`src/rtl/m_load_unit_pkg.sv`:
```
// Shared load-unit definitions: load op encodings, FSM states and op classification helpers.
// Reused by the decode stage so both sides agree on ld_op values.
package m_load_unit_pkg;

    localparam logic [2:0] LD_LW  = 3'd1;
    localparam logic [2:0] LD_LH  = 3'd2;
    localparam logic [2:0] LD_LHU = 3'd3;
    localparam logic [2:0] LD_LB  = 3'd4;
    localparam logic [2:0] LD_LBU = 3'd5;

    typedef enum logic [1:0] {
        ST_IDLE = 2'd0,
        ST_REQ  = 2'd1,
        ST_WAIT = 2'd2,
        ST_RESP = 2'd3
    } ld_state_e;

    function automatic logic op_is_legal(input logic [2:0] op);
        return (op >= LD_LW) && (op <= LD_LBU);
    endfunction

    function automatic logic op_misaligned(input logic [2:0] op, input logic [1:0] addr_lo);
        return ((op == LD_LW) && (addr_lo != 2'b00)) ||
               (((op == LD_LH) || (op == LD_LHU)) && addr_lo[0]);
    endfunction

endpackage

```
`src/rtl/load_extract.sv`:
```
// Little-endian lane selection and sign/zero extension of a returned memory word.
module load_extract
    import m_load_unit_pkg::*;
(
    input  logic [2:0]  i_op,
    input  logic [1:0]  i_addr_lo,
    input  logic [31:0] i_rdata,
    output logic [31:0] o_data
);

    logic [15:0] w_half;
    logic [7:0]  w_byte;

    always_comb begin
        w_half = i_addr_lo[1] ? i_rdata[31:16] : i_rdata[15:0];
        case (i_addr_lo)
            2'd0:    w_byte = i_rdata[7:0];
            2'd1:    w_byte = i_rdata[15:8];
            2'd2:    w_byte = i_rdata[23:16];
            default: w_byte = i_rdata[31:24];
        endcase
    end

    always_comb begin
        o_data = '0;
        case (i_op)
            LD_LW:   o_data = i_rdata;
            LD_LH:   o_data = {{16{w_half[15]}}, w_half};
            LD_LHU:  o_data = {16'h0000, w_half};
            LD_LB:   o_data = {{24{w_byte[7]}}, w_byte};
            LD_LBU:  o_data = {24'h000000, w_byte};
            default: o_data = '0;
        endcase
    end

endmodule

```
`src/rtl/m_load_unit.sv`:
```
// Single-outstanding load unit: request/grant/response handshake with wait timeout.
// Optional alignment trap enabled by defining LOAD_ALIGN_CHECK_EN.
module m_load_unit
    import m_load_unit_pkg::*;
#(
    parameter int TIMEOUT_CYCLES = 255
)(
    input  logic        clk,
    input  logic        reset,
    input  logic        ld_valid,
    input  logic [2:0]  ld_op,
    input  logic [31:0] ld_addr,
    output logic        ld_ready,
    output logic        stall,
    output logic        mem_req,
    output logic [31:0] mem_addr,
    input  logic        mem_gnt,
    input  logic        mem_rvalid,
    input  logic [31:0] mem_rdata,
    output logic        wb_valid,
    output logic [31:0] wb_data,
    output logic        ld_err
);

    localparam int CNT_W = $clog2(TIMEOUT_CYCLES + 1);

    ld_state_e        r_state;
    ld_state_e        w_next;
    logic [2:0]       r_op;
    logic [31:0]      r_addr;
    logic [CNT_W-1:0] r_cnt;
    logic [31:0]      r_wb_data;
    logic             r_err;
    logic [31:0]      w_ext;
    logic             w_reject;
    logic             w_timeout;

`ifdef LOAD_ALIGN_CHECK_EN
    assign w_reject = !op_is_legal(ld_op) || op_misaligned(ld_op, ld_addr[1:0]);
`else
    assign w_reject = !op_is_legal(ld_op);
`endif

    assign w_timeout = (r_cnt == CNT_W'(TIMEOUT_CYCLES - 1));

    load_extract u_load_extract (
        .i_op      (r_op),
        .i_addr_lo (r_addr[1:0]),
        .i_rdata   (mem_rdata),
        .o_data    (w_ext)
    );

    always_ff @(posedge clk) begin
        if (!reset) r_state <= ST_IDLE;
        else        r_state <= w_next;
    end

    always_comb begin
        w_next = r_state;
        case (r_state)
            ST_IDLE: if (ld_valid)                w_next = w_reject ? ST_RESP : ST_REQ;
            ST_REQ:  if (mem_gnt)                 w_next = mem_rvalid ? ST_RESP : ST_WAIT;
            ST_WAIT: if (mem_rvalid || w_timeout) w_next = ST_RESP;
            default:                              w_next = ST_IDLE;
        endcase
    end

    // Captured request and result; rejected or timed-out loads write back zero with an error.
    always_ff @(posedge clk) begin
        if (!reset) begin
            r_op      <= '0;
            r_addr    <= '0;
            r_cnt     <= '0;
            r_wb_data <= '0;
            r_err     <= 1'b0;
        end else begin
            case (r_state)
                ST_IDLE: if (ld_valid) begin
                    r_op   <= ld_op;
                    r_addr <= ld_addr;
                    r_cnt  <= '0;
                    r_err  <= w_reject;
                    if (w_reject) r_wb_data <= '0;
                end
                ST_REQ: if (mem_gnt && mem_rvalid) begin
                    r_err     <= 1'b0;
                    r_wb_data <= w_ext;
                end
                ST_WAIT: begin
                    if (mem_rvalid) begin
                        r_err     <= 1'b0;
                        r_wb_data <= w_ext;
                    end else if (w_timeout) begin
                        r_err     <= 1'b1;
                        r_wb_data <= '0;
                    end else begin
                        r_cnt <= r_cnt + CNT_W'(1);
                    end
                end
                default: r_err <= 1'b0;
            endcase
        end
    end

    always_comb begin
        ld_ready = 1'b0;
        stall    = 1'b1;
        mem_req  = 1'b0;
        wb_valid = 1'b0;
        ld_err   = 1'b0;
        mem_addr = {r_addr[31:2], 2'b00};
        wb_data  = r_wb_data;
        case (r_state)
            ST_IDLE: begin
                ld_ready = 1'b1;
                stall    = 1'b0;
            end
            ST_REQ:  mem_req = 1'b1;
            ST_RESP: begin
                wb_valid = 1'b1;
                ld_err   = r_err;
            end
            default: ;
        endcase
    end

endmodule

```
`config.mk`:
```
export PLATFORM = sky130hd
export DESIGN_NAME = m_load_unit
export DESIGN_NICKNAME = d
export VERILOG_FILES = /design/src/rtl/m_load_unit_pkg.sv /design/src/rtl/load_extract.sv /design/src/rtl/m_load_unit.sv
export SDC_FILE = /design/constraint.sdc
export NUM_CORES = 1
export LEC_CHECK = 0
export ABC_CLOCK_PERIOD_IN_PS = 2800
export CAP_MARGIN = 25
export CORE_MARGIN = 2
export CORE_UTILIZATION = 48
export CTS_CLUSTER_DIAMETER = 30
export DETAILED_ROUTE_END_ITERATION = 8
export PLACE_DENSITY = 0.8
export SLEW_MARGIN = 10
export SYNTH_ARGS = -nofsm -noshare
export SYNTH_HDL_FRONTEND = slang
export SYNTH_HIERARCHICAL = 1
export SYNTH_SLANG_ARGS = --single-unit
export TNS_END_PERCENT = 1
```
`constraint.sdc`:
```
create_clock -name clk -period 2.8 [get_ports clk]
set_clock_uncertainty 0.05 [all_clocks]
set_input_delay 0.56 -clock clk [delete_from_list [all_inputs] [get_ports clk]]
set_output_delay 0.56 -clock clk [all_outputs]
set_load 0.05 [all_outputs]
```
After elaboration in Yosys (flattened, before gate mapping)
Index checks and enable logic that the tools add are counted.
{ "word_totals": {"ram_bits": 0, "romBits": 0, "inputBits": 72, "word_cells": 70, "mem_count": 0, "latch_bits": 0, "output_inout_bits": 69, "regBits": 78} }
{ "op_classes": {"magnitude_cmp": 2, "add_sub_neg": 1, "bitwise_logic": 0, "n_shift": 0, "muxes": 29, "multipliers": 0, "n_eq_ne": 19, "n_reduce_logical": 13, "div_mod_pow": 0} }
{ "op_table": {"columns": ["op", "count"], "rows": [
  ["32-bit 2-to-1 mux", 5],
  ["32-bit case mux with 5 select lines", 1],
  ["32-bit case mux with 3 select lines", 1],
  ["8-bit 2-to-1 mux", 3],
  ["8-bit case mux with 3 select lines", 1],
  ["16-bit 2-to-1 mux", 1],
  ["8-bit case mux with 2 select lines", 1],
  ["2-bit inequality test (second input constant)", 7],
  ["1-bit 2-to-1 mux", 10],
  ["8-bit by 1-bit adder with 8-bit output (second input constant)", 1],
  ["8-bit == test (second input constant)", 1],
  ["2-bit 2-to-1 mux", 4],
  ["2-bit == test (second input constant)", 3],
  ["3-bit by 2-bit == test with 1-bit output (second input constant)", 2],
  ["3-bit == test (second input constant)", 2],
  ["2-bit case mux with 3 select lines", 1],
  ["3-bit AND reduction", 2],
  ["5-bit AND reduction", 1],
  ["2-bit by 1-bit == test with 1-bit output (second input constant)", 2],
  ["2-bit zero test", 2],
  ["4-bit AND reduction", 1],
  ["3-bit by 1-bit == test with 1-bit output (second input constant)", 1],
  ["3-bit by 1-bit >= comparator with 1-bit output (second input constant)", 1],
  ["3-bit <= comparator (second input constant)", 1],
  ["8 further kinds", 9]
]} }

Depth between registers and ports, before layout
Gate-level depths: netlist (run 1).
{ "logic_depth": {"ltp_word": 5, "ltp_mapped": 8, "depth_no_buf": 6} }

Modules after synthesis
Netlist (run 1), hierarchy kept.
{ "by_module_without_submodules": {"columns": ["module", "n_inst", "cells_each", "area_each_um2"], "rows": [
  ["m_load_unit", 1, 411, 3450.8],
  ["load_extract", 1, 109, 865.8]
]} }

Worst setup path before layout (run 1)
OpenSTA, ideal clock, no wires.
{ "synth_timing": {"kind": "flip-flop to flip-flop", "from": "reg r_state[0]", "to": "reg r_cnt[0]", "required_time_ns": 2.680, "path_stages_with_launch": 8, "path_slack_ns": 0.713, "t_arrival_ns": 1.967, "path_cell_list": "dfxtp_1 inv_1 ha_1 buf_4 inv_1 a21oi_1 or3_1 a21oi_1"} }
{ "synth_via": {"elab_chain_cells": 3} }
{ "synth_lines": {"columns": ["element", "line_no", "source"], "rows": [
  ["from (decl)", "m_load_unit.sv:27", "ld_state_e r_state;"],
  ["from (signal assigned)", "m_load_unit.sv:55", "else r_state <= w_next;"],
  ["2-bit == test / 2-bit zero test (equally long branches)", "m_load_unit.sv:77", "case (r_state)"],
  ["2-bit inequality test (no source line) / 2-bit nonzero test (equally long branches)", null, null],
  ["4-bit AND reduction (no source line)", null, null],
  ["to (signal assigned)", "m_load_unit.sv:97", "r_cnt <= r_cnt + CNT_W'(1);"],
  ["to (decl)", "m_load_unit.sv:31", "logic [CNT_W-1:0] r_cnt;"]
]} }
Parallel ways exist; a longest one is shown, timed or not.
A chain may end at the register's enable or synchronous reset.

Final worst setup path (run 1)
{ "layout_timing": {"from": "reg r_state[1]", "to": "out ld_err"} }
{ "layout_via": {"elab_chain_cells": 2} }
{ "layout_lines": {"columns": ["element", "line_no", "source"], "rows": [
  ["2-bit == test", "m_load_unit.sv:113", "case (r_state)"],
  ["1-bit 2-to-1 mux", "m_load_unit.sv:113", null],
  ["to (decl)", "m_load_unit.sv:22", "output logic ld_err"]
]} }
Every way passes these cells.

==> flow_summary_export.csv, run 1 <==
group,metric,value,unit
synth,synth.area.mux_share,0.146,
drt,drc,0,
layout,synthToLayoutAreaGrowth,32.1,%
synth,synthSimpleGateAreaFrac,0.197,
clock_tree,root_buffer,"clkbuf_8",
sta,setup-tns-final,0,ps
run,maxCapViolations,0,
setup_path,slowest_stage,"clkdlybuf4s50_1",
setup_path,cp_cell_sequence,"ha_1 > and2_1 > clkdlybuf4s50_1",
layout,antenna-diode-count,0,
setup_path,slowest_delay,810,ps
die,die-area,9770,um2
clock_tree,cts_tree,"done",
setup_path,path_delay_family,"buffers and inverters",
synth,synth_top_area_frac,0.362,
sta,worst_pin_slew,704,ps
drt,routed_wl,11600,um
clock_tree,clk_latency,360,ps
sta,clock.fmax,375,MHz
die,coreArea,8720,um2
synth,synth_cell_types,47,
placement,gp_congestion,0.894,
synth,synth_compound_area_frac,0.172,
sta,setup_viol,0,
setup_path,crit_type,"reg -> out",
layout,final_nets,693,
clock_tree,cts_buffer_depth,2,
die,initial_utilization,0.495,
layout,drive_gt1_frac,0.0839,
setup_path,cp_max_fo,5,
drt,firstDrtPassIters,7,
global_route,grt_max_degree,39,
placement,pre_cts_ws,178,ps
power,powerDensity,701,nW/um2
global_route,grt_pass1_wl,19000,um
setup_path,cp-start-kind,"register",
hold_path,hp-class,"reg -> reg",
setup_path,cp_num_buf_inv,1,
synth,synth_area,4320,um2
synth,synth_top_family_by_area,"simple AND/OR/NAND/NOR gates",
global_route,first_global_vias,3990,
power,leakage,2.22,nW
synth,synthCells,520,
sta,final_max_slew_viol_count,0,
placement,io_buffer_count,138,
clock_tree,h-tree-depth,3,
sta,rsz0062_at_grt,"no",
layout,nFillCells,714,
drt,first_iter_violations,277,
sta,min_period_over_period,0.953,
setup_path,worstPathRequired,2190,ps
clock_tree,numCtsBuffers,9,
synth,syn_area_per_cell,8.30,um2
drt,vias,4124,
synth,yosys.area_share.xor_xnor,0.00203,
clock_tree,clk_pin_slew,90,ps
synth,async_reset_ff_frac,0,
synth,synth_ff_type,"dfxtp_1",
synth,synth_fa_ha_area_frac,0.0174,
global_route,grt-ovfl-total,0,
synth,synthTopCellsByCount,"nand2_1 (154), dfxtp_1 (78), a21oi_1 (64)",
clock_tree,cts_sinks,78,
global_route,antenna_found_initial,0,
global_route,globalRouteTotalUtil,0.238,
clock_tree,cts_hold_buf,0,
placement,hpwl,8310,um
synth,synth_edf_count,0,
power,vdd_drop_max,0.404,mV
run_status,status,"finished, final reports clean",
sta,fin_ws,131,ps
synth,post-synth-top-count-cell,"nand2_1",
synth,ys_seq_area_frac,0.362,
setup_path,cp.arrival,2060,ps
drt,ant_nets,0,
sta,maxSlewHeadroom,0.525,
sta,fin_crit,2670,ps
synth,synth_largest_area_cell,"dfxtp_1",
die,ios,141,
drt,via_per_inst,5.66,
sta,finalHoldViolations,0,
die,rows,34,
setup_path,worst_setup_path_end_kind,"primary output",
synth,synth_warnings,6,
synth,synth_seq_cells,78,
die,die_h,98.8,um
drt,wl_per_cell,15.9,um
die,die_width,98.8,um
synth,synth_area_leaders,"dfxtp_1 (36%), nand2_1 (13%), mux2i_1 (8.8%), a21oi_1 (7.4%), buf_4 (5.9%)",
-- metal layers --
layer  track usage  vias up  part of all wire
met5             0        -                 0
met4         0.102        0             0.033
met3        0.0766       50              0.10
met2         0.377      233              0.48
met1         0.298     1894              0.39
li1              -     1947                 -
-- power breakdown --
group / leakage [nW] / internal (mW) / switching (mW)
Combinational: 1.49 / 0.726 / 1.14
Sequential: 0.634 / 1.23 / 0.0846
Clock: 0.0943 / 0.343 / 0.473
Total: 2.22 / 2.30 / 1.70
-- sequential cells by signal (all words and copies together) (netlist names) --
register	count
wb_data	32
r_state	2
r_err	1
r_cnt	8
r_addr	32
r_op	3
-- placed cells by master (no fill, tap or decap), types with 2 or more instances in the layout --
master	synthesis	final
inv_6	0	2
nand3_1	2	2
a22oi_1	7	7
dfxtp_1	78	78
nand2b_1	2	2
a21oi_1	64	64
or4_1	2	2
and2_1	4	4
clkdlybuf4s50_1	0	137
clkinv_4	0	2
a211o_1	18	18
ha_1	6	6
nor2b_1	4	4
mux4_2	7	7
o21ai_0	19	19
conb_1	1	2
nand4_1	2	2
clkbuf_8	0	9
mux2_2	7	7
nand2_1	154	154
mux2i_1	38	38
o31ai_1	3	3
inv_1	7	7
or3_1	7	7
buf_4	34	11
inv_8	0	2
-- repair_timing --
action / CTS / global route
buffers inserted: 0 / 0
gates resized for setup: 0 / 1
setup endpoints to repair: 0 / 1
-- stage by stage --
| step | util | cell area [um2] | hold WS (ps) | power [mW] | cells |
|---|---|---|---|---|---|
| floorplan | - | 4320 | 385 | 2.81 | 521 |
| global placement | 0.631 | 5510 | 391 | 3.16 | 711 |
| detailed placement | 0.631 | 5510 | 398 | 3.19 | 711 |
| CTS | 0.653 | 5690 | 409 | 4.01 | 727 |
| global route | 0.654 | 5700 | 431 | 4.19 | 728 |
| finish | 0.654 | 5700 | 408 | 4.00 | 728 |
-- final timing paths --
| check | cells after the start | start | slack [ps] | to |
|---|---|---|---|---|
| setup / recovery | 3 | r_state[1]$_SDFFE_PN0P_ | 130 | ld_err |
| hold / removal | 2 | r_addr[15]$_SDFFE_PN0P_ | 410 | r_addr[15]$_SDFFE_PN0P_ |
| setup reg to reg | 6 | r_state[0]$_SDFFE_PN0P_ | 470 | wb_data[31]$_SDFFE_PN0P_ |
| hold reg to reg | 2 | r_addr[15]$_SDFFE_PN0P_ | 410 | r_addr[15]$_SDFFE_PN0P_ |
-- worst register-to-register path, delay by kind of cell (launching register included) --
| family | cells | cell delay (ps) |
|---|---|---|
| adder cells (fa/ha/maj) | 1 | 320 |
| flip-flops | 1 | 390 |
| AO/OA/AOI/OAI | 1 | 300 |
| AND/OR/NAND/NOR | 2 | 740 |
| multiplexers | 1 | 370 |
| buffers and inverters | 1 | 80 |
-- layout make-up --
class / instances / area, um2 / share of cell area
clock inverters: 7 / 65.1 / 0.0114
clock buffers: 9 / 124 / 0.0217
well taps: 108 / 135 / 0.0237
inverters: 7 / 26.3 / 0.00461
multi-input cells: 370 / 2330 / 0.408
repair buffers: 149 / 1470 / 0.257
flip-flops and latches: 78 / 1560 / 0.274
-- kinds of logic after synthesis --
family	count (synthesis)
simple gates	189
flops	78
mux	53
buf+inv	73
compound gates	119
other cells	1
xor+xnor	1
fa+ha+maj	6
No activity file was read; power rests on OpenSTA's default activity.
==> inputs of run 2 (changes only) <==
- CORE_ASPECT_RATIO: unset -> 0.9
- CTS_CLUSTER_DIAMETER: 30 -> 200
==> flow_summary_export.csv, run 2 (same netlist as run 1, synthesis figures left out) <==
group,metric,value,unit
clock_tree,numCtsBuffers,9,
clock_tree,clk_latency,340,ps
placement,dp.cells,725,
die,ios,141,
sta,finalHoldViolations,0,
drt,drc,0,
sta,maxSlewHeadroom,0.498,
clock_tree,h-tree-depth,3,
sta,setup-tns-final,0,ps
sta,min_period_over_period,0.950,
global_route,first_global_vias,3748,
die,die_h,94.0,um
placement,io_buffer_count,138,
sta,final_max_slew_viol_count,0,
hold_path,hp-class,"reg -> reg",
clock_tree,cts_sinks,78,
setup_path,worstPathRequired,2190,ps
die,initial_utilization,0.499,
setup_path,crit_type,"reg -> out",
global_route,grt_pass1_wl,18800,um
layout,final_cell_area,5760,um2
sta,rsz0062_at_grt,"no",
clock_tree,cts_tree,"done",
drt,wl_per_cell,15.6,um
clock_tree,cts_buffer_depth,2,
global_route,antenna_found_initial,0,
setup_path,worst_setup_path_end_kind,"primary output",
power,leakage,2.24,nW
placement,gp_congestion,0.970,
layout,fin_util,0.667,
drt,via_per_inst,5.45,
drt,routed_wl,11600,um
layout,drive_gt1_frac,0.0867,
sta,fin_crit,2660,ps
power,finalPower,4.08,mW
setup_path,cp-start-kind,"register",
sta,setup_viol,0,
drt,firstDrtPassIters,5,
global_route,grt_max_degree,41,
sta,clock.fmax,376,MHz
sta,hold_ws,405,ps
power,vdd_drop_max,0.464,mV
clock_tree,cts_hold_buf,0,
run_status,status,"finished, final reports clean",
layout,layout_commonest_cell,"nand2_1",
placement,pre_cts_ws,305,ps
layout,layout.cells.non_filler,742,
placement,hpwl,8330,um
global_route,grt-ovfl-total,0,
die,die_width,104,um
die,rows,32,
layout,final_cell_mix,"nand2_1 (154), clkdlybuf4s50_1 (137), dfxtp_1 (78)",
layout,synthToLayoutAreaGrowth,33.5,%
setup_path,r2r_slack,550,ps
clock_tree,clk_pin_slew,80,ps
die,coreArea,8650,um2
die,die-area,9770,um2
run,maxCapViolations,0,
clock_tree,root_buffer,"clkbuf_8",
layout,antenna-diode-count,0,
layout,final_nets,696,
setup_path,cp_max_fo,8,
placement,place_area,5550,um2
drt,vias,4042,
setup_path,cp.arrival,2050,ps
sta,worst_pin_slew,745,ps
drt,ant_nets,0,
power,powerDensity,708,nW/um2
sta,fin_ws,141,ps
global_route,globalRouteTotalUtil,0.238,
drt,first_iter_violations,271,
clock_tree,post_cts_buffers,0,
[run 2: cell type report]
class                   instances  area, um2
clock buffers                  11        141
fillers                       741       2880
repair buffers                152       1500
clock inverters                 5       58.8
well taps                     119        149
flip-flops and latches         78       1560
inverters                       7       26.3
multi-input cells             370       2330
[run 2: critical path: stages (launching register included)]
cell and delay, ps:
dfxtp_1 350, inv_1 90, ha_1 380, clkdlybuf4s50_1 880
[run 2: routing by layer]
layer / up-vias / wire length [um] / global-route usage
li1: 1955 / - / -
met4: 0 / 184 / 0.0642
met1: 1902 / 4930 / 0.308
met3: 17 / 963 / 0.0784
met5: - / 0 / 0
met2: 168 / 5470 / 0.383
[run 2: power by group]
part	total (mW)	switching, mW	leakage, nW	internal, mW
clock	0.850	0.413	0.0955	0.437
sequential	1.32	0.0907	0.634	1.23
combinational	1.91	1.15	1.51	0.758
total	4.08	1.66	2.24	2.42
[run 2: worst paths after layout]
kind | from | endpoint | cells past startpoint
min | r_addr[7]$_SDFFE_PN0P_ | r_addr[7]$_SDFFE_PN0P_ | 2
min reg2reg | r_addr[7]$_SDFFE_PN0P_ | r_addr[7]$_SDFFE_PN0P_ | 2
max | r_state[0]$_SDFFE_PN0P_ | ld_ready | 3
max reg2reg | r_state[0]$_SDFFE_PN0P_ | wb_data[23]$_SDFFE_PN0P_ | 7
[run 2: timing repair]
item,in CTS,in global routing
gates resized for setup,0,1
endpoints found under the hold margin,0,0
endpoints found under the setup margin,0,1
